--- config.mk ---
export PLATFORM = sky130hd
export DESIGN_NAME = chi_steering_controller
export DESIGN_NICKNAME = d
export VERILOG_FILES = /design/src/rtl/chi_steer_pkg.sv /design/src/rtl/chi_steer_step.sv /design/src/rtl/chi_steering_controller.sv
export SDC_FILE = /design/constraint.sdc
export NUM_CORES = 2
export LEC_CHECK = 0
export ABC_AREA = 1
export ABC_CLOCK_PERIOD_IN_PS = 5200
export BUFFER_PORTS_ARGS = -buffer_cell sky130_fd_sc_hd__buf_2
export CAP_MARGIN = 40
export CORE_AREA = 2 2 471 473
export CTS_CLUSTER_SIZE = 10
export DETAILED_ROUTE_END_ITERATION = 8
export DIE_AREA = 0 0 473 475
export MAX_ROUTING_LAYER = met4
export PLACE_DENSITY = 0.44
export SLEW_MARGIN = 20
export SYNTH_ARGS = -nofsm -noshare
export SYNTH_HDL_FRONTEND = slang
export SYNTH_SLANG_ARGS = --single-unit
--- constraint.sdc ---
create_clock -name clk -period 5.2 [get_ports clk]
set_input_delay 0.78 -clock clk [delete_from_list [all_inputs] [get_ports clk]]
set_output_delay 0.78 -clock clk [all_outputs]
set_load 0.01 [all_outputs]
--- src/rtl/chi_steer_pkg.sv ---
// Shared definitions for the chi steering loop and coupling_susceptibility.
// Position class encodings, steering FSM states and the Q14 unity constant.
package chi_steer_pkg;

    localparam logic [1:0] CLS_ATTRACTOR = 2'b00;
    localparam logic [1:0] CLS_BOUNDARY  = 2'b01;
    localparam logic [1:0] CLS_QUARTER   = 2'b10;
    localparam logic [1:0] CLS_HOLD      = 2'b11;

    localparam int ONE = 16384;

    typedef enum logic [1:0] {
        ST_IDLE   = 2'd0,
        ST_SCAN   = 2'd1,
        ST_SETTLE = 2'd2,
        ST_DONE   = 2'd3
    } steer_state_t;

endpackage

--- src/rtl/chi_steer_step.sv ---
// Per-oscillator hill-climb step: direction flip on rising chi, signed
// step by position class, saturation into [OMEGA_MIN, OMEGA_MAX].
module chi_steer_step
    import chi_steer_pkg::*;
#(
    parameter int WIDTH     = 18,
    parameter int STEP      = 64,
    parameter int OMEGA_MIN = 1024,
    parameter int OMEGA_MAX = 98304
) (
    input  logic signed [WIDTH-1:0] i_omega,
    input  logic signed [WIDTH-1:0] i_chi,
    input  logic signed [WIDTH-1:0] i_last_chi,
    input  logic                    i_valid,
    input  logic                    i_dir,
    input  logic [1:0]              i_cls,
    output logic signed [WIDTH-1:0] o_omega,
    output logic                    o_dir,
    output logic                    o_adj
);

    localparam logic signed [WIDTH:0] P_FULL = (WIDTH+1)'(STEP);
    localparam logic signed [WIDTH:0] P_HALF = (WIDTH+1)'(STEP / 2);
    localparam logic signed [WIDTH:0] P_LO   = (WIDTH+1)'(OMEGA_MIN);
    localparam logic signed [WIDTH:0] P_HI   = (WIDTH+1)'(OMEGA_MAX);

    logic signed [WIDTH:0] w_step;
    logic signed [WIDTH:0] w_sum;
    logic                  w_act;
    logic                  w_dir;

    // Pick step from class, flip direction if chi rose, add in WIDTH+1 bits and clamp
    always_comb begin
        w_step  = '0;
        w_act   = 1'b0;
        unique case (i_cls)
            CLS_BOUNDARY: begin
                w_step = P_FULL;
                w_act  = 1'b1;
            end
            CLS_QUARTER: begin
                w_step = P_HALF;
                w_act  = 1'b1;
            end
            default: begin
                w_step = '0;
                w_act  = 1'b0;
            end
        endcase
        w_dir = i_dir ^ (w_act && i_valid && (i_chi > i_last_chi));
        w_sum = {i_omega[WIDTH-1], i_omega} + (w_dir ? w_step : -w_step);
        if (!w_act) begin
            o_omega = i_omega;
        end else if (w_sum > P_HI) begin
            o_omega = P_HI[WIDTH-1:0];
        end else if (w_sum < P_LO) begin
            o_omega = P_LO[WIDTH-1:0];
        end else begin
            o_omega = w_sum[WIDTH-1:0];
        end
        o_dir = w_dir;
        o_adj = w_act;
    end

endmodule

--- src/rtl/chi_steering_controller.sv ---
// Closed-loop omega_dt steering from chi measurements, one oscillator per cycle.
// Optional CHI_STEER_AUTOSTOP_EN: end the run when a sweep makes no adjustment.
module chi_steering_controller
    import chi_steer_pkg::*;
#(
    parameter int WIDTH           = 18,
    parameter int FRAC            = 14,
    parameter int NUM_OSCILLATORS = 21,
    parameter int STEP            = 64,
    parameter int OMEGA_MIN       = 1024,
    parameter int OMEGA_MAX       = 98304,
    parameter int SETTLE_CYCLES   = 6,
    parameter int MAX_SWEEPS      = 255
) (
    input  logic                               clk,
    input  logic                               rst_n,
    input  logic                               clk_en,
    input  logic                               start,
    input  logic                               abort,
    input  logic [NUM_OSCILLATORS*WIDTH-1:0]   omega_dt_init_packed,
    input  logic [NUM_OSCILLATORS*WIDTH-1:0]   chi_packed,
    input  logic [NUM_OSCILLATORS*2-1:0]       position_class_packed,
    output logic [NUM_OSCILLATORS*WIDTH-1:0]   omega_dt_packed,
    output logic                               busy,
    output logic                               done,
    output logic                               converged,
    output logic [7:0]                         sweep_count,
    output logic [4:0]                         adj_count
);

    localparam int IDX_W = $clog2(NUM_OSCILLATORS);
    localparam int CNT_W = $clog2(SETTLE_CYCLES + 1);
    localparam logic [IDX_W-1:0] IDX_LAST = IDX_W'(NUM_OSCILLATORS - 1);
    localparam logic [CNT_W-1:0] CNT_LAST = CNT_W'(SETTLE_CYCLES - 1);
    localparam logic [7:0]       SWP_LAST = 8'(MAX_SWEEPS);

    steer_state_t            r_state;
    logic [IDX_W-1:0]        r_idx;
    logic [CNT_W-1:0]        r_cnt;
    logic signed [WIDTH-1:0] r_omega    [NUM_OSCILLATORS];
    logic signed [WIDTH-1:0] r_last_chi [NUM_OSCILLATORS];
    logic [NUM_OSCILLATORS-1:0] r_valid;
    logic [NUM_OSCILLATORS-1:0] r_dir;
    logic                    r_done;
    logic                    r_conv;
    logic [7:0]              r_sweeps;
    logic [4:0]              r_adj;

    logic signed [WIDTH-1:0] w_chi;
    logic [1:0]              w_cls;
    logic signed [WIDTH-1:0] w_new_omega;
    logic                    w_new_dir;
    logic                    w_adj;
    logic [7:0]              w_sweeps_nxt;

    assign w_chi        = chi_packed[int'(r_idx)*WIDTH +: WIDTH];
    assign w_cls        = position_class_packed[int'(r_idx)*2 +: 2];
    assign w_sweeps_nxt = r_sweeps + 8'd1;

    chi_steer_step #(
        .WIDTH     (WIDTH),
        .STEP      (STEP),
        .OMEGA_MIN (OMEGA_MIN),
        .OMEGA_MAX (OMEGA_MAX)
    ) u_step (
        .i_omega    (r_omega[r_idx]),
        .i_chi      (w_chi),
        .i_last_chi (r_last_chi[r_idx]),
        .i_valid    (r_valid[r_idx]),
        .i_dir      (r_dir[r_idx]),
        .i_cls      (w_cls),
        .o_omega    (w_new_omega),
        .o_dir      (w_new_dir),
        .o_adj      (w_adj)
    );

    // Sweep FSM: load seeds, visit one oscillator per cycle, settle, repeat
    always_ff @(posedge clk or negedge rst_n) begin
        if (!rst_n) begin
            r_state  <= ST_IDLE;
            r_idx    <= '0;
            r_cnt    <= '0;
            r_valid  <= '0;
            r_dir    <= '1;
            r_done   <= 1'b0;
            r_conv   <= 1'b0;
            r_sweeps <= '0;
            r_adj    <= '0;
            for (int i = 0; i < NUM_OSCILLATORS; i++) begin
                r_omega[i]    <= '0;
                r_last_chi[i] <= '0;
            end
        end else if (clk_en) begin
            r_done <= 1'b0;
            unique case (r_state)
                ST_IDLE: begin
                    if (start && !abort) begin
                        r_state  <= ST_SCAN;
                        r_idx    <= '0;
                        r_adj    <= '0;
                        r_sweeps <= '0;
                        r_conv   <= 1'b0;
                        for (int i = 0; i < NUM_OSCILLATORS; i++) begin
                            r_omega[i] <= omega_dt_init_packed[i*WIDTH +: WIDTH];
                        end
                    end
                end
                ST_SCAN: begin
                    if (abort) begin
                        r_state <= ST_IDLE;
                        r_done  <= 1'b1;
                    end else begin
                        r_omega[r_idx]    <= w_new_omega;
                        r_dir[r_idx]      <= w_new_dir;
                        r_last_chi[r_idx] <= w_chi;
                        r_valid[r_idx]    <= 1'b1;
                        if (w_adj) begin
                            r_adj <= r_adj + 5'd1;
                        end
                        if (r_idx == IDX_LAST) begin
                            r_state <= ST_SETTLE;
                            r_cnt   <= '0;
                        end else begin
                            r_idx <= r_idx + 1'b1;
                        end
                    end
                end
                ST_SETTLE: begin
                    if (abort) begin
                        r_state <= ST_IDLE;
                        r_done  <= 1'b1;
                    end else if (r_cnt == CNT_LAST) begin
                        r_sweeps <= w_sweeps_nxt;
                        if (w_sweeps_nxt == SWP_LAST) begin
                            r_state <= ST_DONE;
`ifdef CHI_STEER_AUTOSTOP_EN
                        end else if (r_adj == 5'd0) begin
                            r_state <= ST_DONE;
                            r_conv  <= 1'b1;
`endif
                        end else begin
                            r_state <= ST_SCAN;
                            r_idx   <= '0;
                            r_adj   <= '0;
                        end
                    end else begin
                        r_cnt <= r_cnt + 1'b1;
                    end
                end
                ST_DONE: begin
                    r_state <= ST_IDLE;
                    r_done  <= 1'b1;
                end
                default: r_state <= ST_IDLE;
            endcase
        end
    end

    for (genvar g = 0; g < NUM_OSCILLATORS; g++) begin : g_pack
        assign omega_dt_packed[g*WIDTH +: WIDTH] = r_omega[g];
    end

    assign busy        = (r_state == ST_SCAN) || (r_state == ST_SETTLE);
    assign done        = r_done;
    assign converged   = r_conv;
    assign sweep_count = r_sweeps;
    assign adj_count   = r_adj;

endmodule

[Word level (Yosys, flattened, before mapping)]
Index checks and enable logic that the tools add are counted.
Widths: inputs -> output; s select.
Word-level totals
  output and inout port bits: 394
  register bits after elaboration: 822
  logic and storage cells: 164
  bits of input ports: 803
Cells by class
  shift operators: 2
  bitwise logic cells: 4
  reduce and logical (&&, ||, !) cells: 21
  multipliers: 1
  $add $sub $neg: 6
  muxes and demuxes: 54
  order comparisons: 7
  equal/unequal tests: 19
Operator list (number)
  $bwmux 378: 2
  $mux 378: 2
  $pmux 378 s2: 1
  $shiftx 378x11->18: 1
  $bmux 18 s5: 2
  $mux 18: 8
  $demux 18 s5: 1
  $shiftx 42x7->2: 1
  $mux 5: 8
  $pmux 5 s3: 2
  $mux 8: 3
  $bwmux 21: 1
  $or 21x21->21: 1
  $add 19x19->19: 1
  $gt 19x18->1 const B: 1
  $lt 19x12->1 const B: 1
  $mux 19: 1
  $neg 7->19: 1
  $gt 18x18->1: 1
  $ne 2x2->1 const B: 8
  $pmux 8 s2: 1
  $reduce_and 8->1: 2
  $pmux 7 s2: 1
  $mux 2: 6
  36 further kinds: 57

[Depth between registers and ports, before layout]
  depth after elaboration: 16
  depth in mapped cells: 46
  depth with buffers taken out: 38

[Modules after synthesis]
A second synthesis with hierarchy kept.
Second synthesis, totals
  cell total of the unflattened synthesis: 7064
  area total of the unflattened synthesis: 48388.9 µm²
By module, submodules not included
  chi_steering_controller: times used 1, area an instance 46535.9 µm², cells an instance 6722, seq. area each 20596.0 µm²
  chi_steer_step: times used 1, area an instance 1853.0 µm², cells an instance 342, seq. area each 0.0 µm²

[Least setup slack after synthesis]
Ideal clock, no wire load.
  kind: flip-flop to flip-flop
  from: reg r_idx[0]
  to: reg r_omega (netlist bit omega_dt_packed[234])
  slack: -0.529 ns
  arrival time: 5.652 ns
  cell stages (with the launch flop): 44
  clock period less this slack: 5.729 ns
  path buffers: 9
  cell sequence: dfrtp_1 -> buf_4 -> inv_4 -> buf_6 -> buf_6 -> buf_6 -> buf_4 -> buf_4 -> buf_2 -> a21oi_1 -> o21ai_0 -> a21oi_1 -> or2_2 -> nor4b_1 -> ha_1 -> nand2_1 -> inv_1 -> o21ai_0 -> (+8 left out) -> inv_1 -> ha_1 -> or2_2 -> nand3_1 -> nand2_1 -> nand2_1 -> nand3_1 -> nand2_1 -> nand2_1 -> nor2_1 -> nand3_1 -> nand2_2 -> nand2_2 -> nand2_4 -> buf_6 -> buf_6 -> nand3_1 -> a21oi_1
Between the ends
  cells in the longest elaborated chain, start to end: 16
RTL lines
  start, declared: RTL line chi_steering_controller.sv:38  | logic [IDX_W-1:0] r_idx;
  start signal, assigned: RTL line chi_steering_controller.sv:124  | r_idx <= r_idx + 1'b1;
  parallel branches: the longest is 13 deep, another holds $add 19x19->19
  $bwmux 378 (*): RTL line chi_steering_controller.sv:113  | r_omega[r_idx] <= w_new_omega;
  $mux 378 (*): RTL line chi_steering_controller.sv:109  | if (abort) begin
  $pmux 378 s2 (*): RTL line chi_steering_controller.sv:95  | unique case (r_state)
  end signal, assigned by index: RTL line chi_steering_controller.sv:104  | r_omega[i] <= omega_dt_init_packed[i*WIDTH +: WIDTH];
  end signal, assigned by index: RTL line chi_steering_controller.sv:113
  end, declared: RTL line chi_steering_controller.sv:40  | logic signed [WIDTH-1:0] r_omega [NUM_OSCILLATORS];
Mark *: on every way between the ends. The select of a mux whose other input is x is not followed.
A chain may end at the register's enable or synchronous reset.

[Final worst setup path]
  from: reg r_idx[0]
  to: reg r_omega (netlist bit omega_dt_packed[205])
Same word-level chain as after synthesis.

==> flow_results.org <==
** Yosys
- Yosys warnings :: 0
- Of all flip-flops after synthesis, the portion carrying an async set or reset was 1.000.
- Synthesis inferred 822 register bits.
- When the netlist entered floorplanning its net count stood at 7282.
- Mapped Area :: 46820 um^2
- Seq/Total Area, Yosys :: 0.4399
- The share of synthesized area in the top cell type comes to 0.4281.
- For this run, the leading register cell type out of synthesis is sky130_fd_sc_hd__dfrtp_1.
- Library cell with the largest summed area after synthesis :: sky130_fd_sc_hd__dfrtp_1
- Counting every instance in the synthesized netlist gives 6432.
- Counting flops with a built-in enable in the synthesized netlist gives 0.
- Top area cells in the synthesized netlist :: sky130_fd_sc_hd__dfrtp_1 43%, sky130_fd_sc_hd__a21oi_1 11%, sky130_fd_sc_hd__nand2_1 8.5%
- Synthesized area per cell :: 7.280 um^2
- Synth unique cells :: 55

** Routing
- Number of DRC violations after detailed-routing iteration 0 :: 6786
- Remaining number of nets flagged by the antenna check after routing :: 0
- For this run, the detailed router's first-pass iteration total came to 8.
- After detailed routing, the number of vias per cell comes to 5.257.
- Total DRC errors in the routed layout :: 0
- Wire length after detailed routing :: 382300 um
- Count of vias placed by the detailed router :: 57670
- In the final routed layout, each cell accounts on average for 34.85 um.

** Place
- Post-detailed-placement half-perimeter wirelength :: 293300 um
- Worst Setup Slack post-DPL :: -1.694 ns
- Buffers placed on the I/O ports in this run total 1195.
- Summing all placed instances gives a cell area of 60400 um^2.
- Final Wtd Congestion :: 1.025

** GRT
- In the global route stage, overall resource usage came out at 0.3333.
- Entering global routing, the biggest net connects 168 pins.
- The first global-routing pass estimated 496800 um of wire.
- Antenna violations before repair :: 79
- The total overflow left after global routing is 0.
- The via count of the first global-routing pass is 54840.

** CTS
- The H-tree was split into 3 levels.
- The longest clock path from root to sink contains 3 buffers.
- Counting every sink on the clock net gives 822.
- TritonCTS built the clock tree.
- Clock tree synthesis inserted a total of 102 buffers.
- After clock tree synthesis, the clock-pin slew on the worst setup and hold paths is 0.06 ns.
- The root buffer cell chosen for the clock tree is sky130_fd_sc_hd__clkbuf_16.
- Hold repair after CTS inserted 0 buffers.
- For the worst-skew pair, the clock arrives at the later sink with an insertion delay of 0.78 ns.

** Finish
- The finished cells cover 67530 um^2.
- The net count of the finished layout is 8792.
- In the final layout, the share of cells above drive strength 1 is 0.3226.
- From synthesis to final layout, the design area changed by 44.22%.
- Final core utilization :: 0.3082
- Filler cell count :: 23940

** Floorplan
- Row Count :: 172
- For this design the top-level I/O count stands at 1197.
- The die is 473 um wide.
- For this configuration, the core starts out at a cell density of 0.2137.
- In this run the standard cell core region covers 219100 um^2.
- Area of the die :: 224700 um^2
- DIE HEIGHT :: 475 um

** Worst setup path
- Together, buffers and inverters on the worst path number 12.
- Logic depth of the worst register-to-register path :: 41
- Required time reported for the critical path endpoint :: 5.87 ns
- Most common cell type on the critical path :: sky130_fd_sc_hd__nand2_2
- Cell type of the slowest stage on the worst timing path :: sky130_fd_sc_hd__dfrtp_4
- The worst setup path is captured at a flip-flop.
- CP delay by family, top :: simple AND/OR/NAND/NOR gates
- Delay of the slowest cell on the worst path :: 0.53 ns
- Register-to-register setup slack :: -1.15 ns
- Reg-to-reg critical path endpoint :: omega_dt_packed[205]
- The worst setup path is launched from a flip-flop.
- Data on the critical path arrives at its endpoint at 7.01 ns.
- Of all nets on the critical path, the largest fanout is 11.
- The startpoint identified for the worst register-to-register timing path is r_idx[0].
- The worst setup path is of the reg -> reg kind.

** Timing
- Count of pins over their slew limit :: 0
- Max_slew headroom :: 0.3716
- Hold Vio Cnt, Final :: 0
- Post-layout worst setup margin :: -1.145 ns
- Skew final :: 0.05580 ns
- For the pin with the worst max-slew slack, the measured transition is 0.9425 ns.
- Final count of negative-setup-slack endpoints :: 357
- Maximum clock frequency :: 157.6 MHz
- Setup repair after global routing could not meet its margin everywhere.
- Counting I/O delays and the setup requirement, the final critical path takes 6.345 ns.
- Portion of the clock cycle consumed by the worst path in the final layout :: 1.220

** Worst hold path
- Classification of the worst-slack hold path :: in -> async

** Status
- The checks that failed: negative setup slack.
- Outcome :: finished, violations left

** Job
- Max_cap viols :: 0
## final cells by class
cell class                 count  area [um^2]  share of cell area
clock buffer                 165         2999             0.04441
antenna                       78        195.2            0.002890
inverter                     366         1431             0.02120
tap                         2871         3592             0.05319
clock inverter                19        284.0            0.004206
timing repair buffer        1919        13540              0.2004
timing repair inverter         4        47.55           0.0007041
sequential                   822        20600              0.3051
multi-input combinational   4727        24840              0.3679
## registers in the layout (all words and copies together), names as in the netlist
register	cells
done	1
omega_dt_packed	378
adj_count	5
r_last_chi	378
sweep_count	8
r_idx	5
r_state	2
r_dir	21
r_valid	21
r_cnt	3
## timing repair
| action | 4_1_cts | 5_1_grt |
|---|---|---|
| pin swaps | 82 | 79 |
| setup buffers | 39 | 14 |
| gates resized for setup | 313 | 284 |
| cloned | 20 | 15 |
| setup endpoints to repair | 357 | 357 |
## cells in the final DEF, fill, tap and decap left out, types with 83 or more instances in the layout
| master | count |
|---|---|
| sky130_fd_sc_hd__nand2_1 | 997 |
| sky130_fd_sc_hd__clkbuf_16 | 116 |
| sky130_fd_sc_hd__dfrtp_1 | 799 |
| sky130_fd_sc_hd__a21oi_1 | 977 |
| sky130_fd_sc_hd__o22ai_1 | 155 |
| sky130_fd_sc_hd__nor2_1 | 892 |
| sky130_fd_sc_hd__buf_4 | 544 |
| sky130_fd_sc_hd__inv_1 | 319 |
| sky130_fd_sc_hd__o21ai_0 | 670 |
| sky130_fd_sc_hd__a31oi_1 | 83 |
| sky130_fd_sc_hd__a21oi_2 | 98 |
| sky130_fd_sc_hd__buf_2 | 1194 |
| sky130_fd_sc_hd__nand3_1 | 289 |
| sky130_fd_sc_hd__buf_12 | 93 |
## stage by stage
| step | std cells | hold WS [ns] | setup TNS [ns] |
|---|---|---|---|
| floorplan | 6432 | 0.4192 | -39.29 |
| global placement | 10620 | 0.4366 | -575.14 |
| detailed placement | 10630 | 0.4390 | -553.19 |
| CTS | 10870 | 0.04272 | -369.73 |
| global route | 10960 | 0.09839 | -436.99 |
| finish | 10970 | 0.06742 | -366.88 |
## cell usage after synthesis (22+ instances only)
| master | count |
|---|---|
| sky130_fd_sc_hd__or2_2 | 22 |
| sky130_fd_sc_hd__dfrtp_1 | 801 |
| sky130_fd_sc_hd__clkbuf_1 | 279 |
| sky130_fd_sc_hd__inv_1 | 324 |
| sky130_fd_sc_hd__a21oi_1 | 1064 |
| sky130_fd_sc_hd__a31oi_1 | 86 |
| sky130_fd_sc_hd__o21ai_1 | 26 |
| sky130_fd_sc_hd__nand2_1 | 1064 |
| sky130_fd_sc_hd__a22o_1 | 31 |
| sky130_fd_sc_hd__ha_1 | 46 |
| sky130_fd_sc_hd__buf_1 | 25 |
| sky130_fd_sc_hd__buf_2 | 185 |
| sky130_fd_sc_hd__o22ai_1 | 175 |
| sky130_fd_sc_hd__nor2_1 | 953 |
| sky130_fd_sc_hd__o21ai_0 | 758 |
| sky130_fd_sc_hd__nand3_1 | 336 |
| sky130_fd_sc_hd__inv_2 | 30 |
## worst max-delay path by stage
| stage | start | endpoint | cells after the start |
|---|---|---|---|
| floorplan | r_idx[0] | omega_dt_packed[234] | 42 |
| global placement | chi_packed[94] | omega_dt_packed[165] | 38 |
| detailed placement | r_idx[0] | omega_dt_packed[129] | 39 |
| CTS | r_idx[0] | omega_dt_packed[56] | 39 |
| global route | r_idx[0] | omega_dt_packed[72] | 41 |
| finish | r_idx[0] | omega_dt_packed[205] | 41 |
## logic make-up (layout without fill, tap and decap cells)
| family | after synthesis | in the layout | share of synthesized area |
|---|---|---|---|
| AOI/OAI and AO/OA | 2230 | 2230 | 0.2559 |
| DFF | 822 | 822 | 0.4399 |
| other | 1 | 79 | 0.00008009 |
| buffers and inverters | 884 | 2473 | 0.07955 |
| and+or+nand+nor | 2436 | 2437 | 0.2096 |
| adders and majority gates | 47 | 47 | 0.01272 |
| xor gates and xnor gates | 12 | 12 | 0.002245 |
## metal layers
| metal | global-route usage | vias up | part of all wire |
|---|---|---|---|
| met5 | - | - | 0 |
| li1 | - | 24890 | - |
| met2 | 0.4860 | 3272 | 0.43 |
| met4 | 0.2186 | 0 | 0.084 |
| met1 | 0.4104 | 28780 | 0.40 |
| met3 | 0.07854 | 733 | 0.092 |
Power is not shown: default switching activity piles up to over one toggle a cycle in this logic, so the estimate is an artifact.
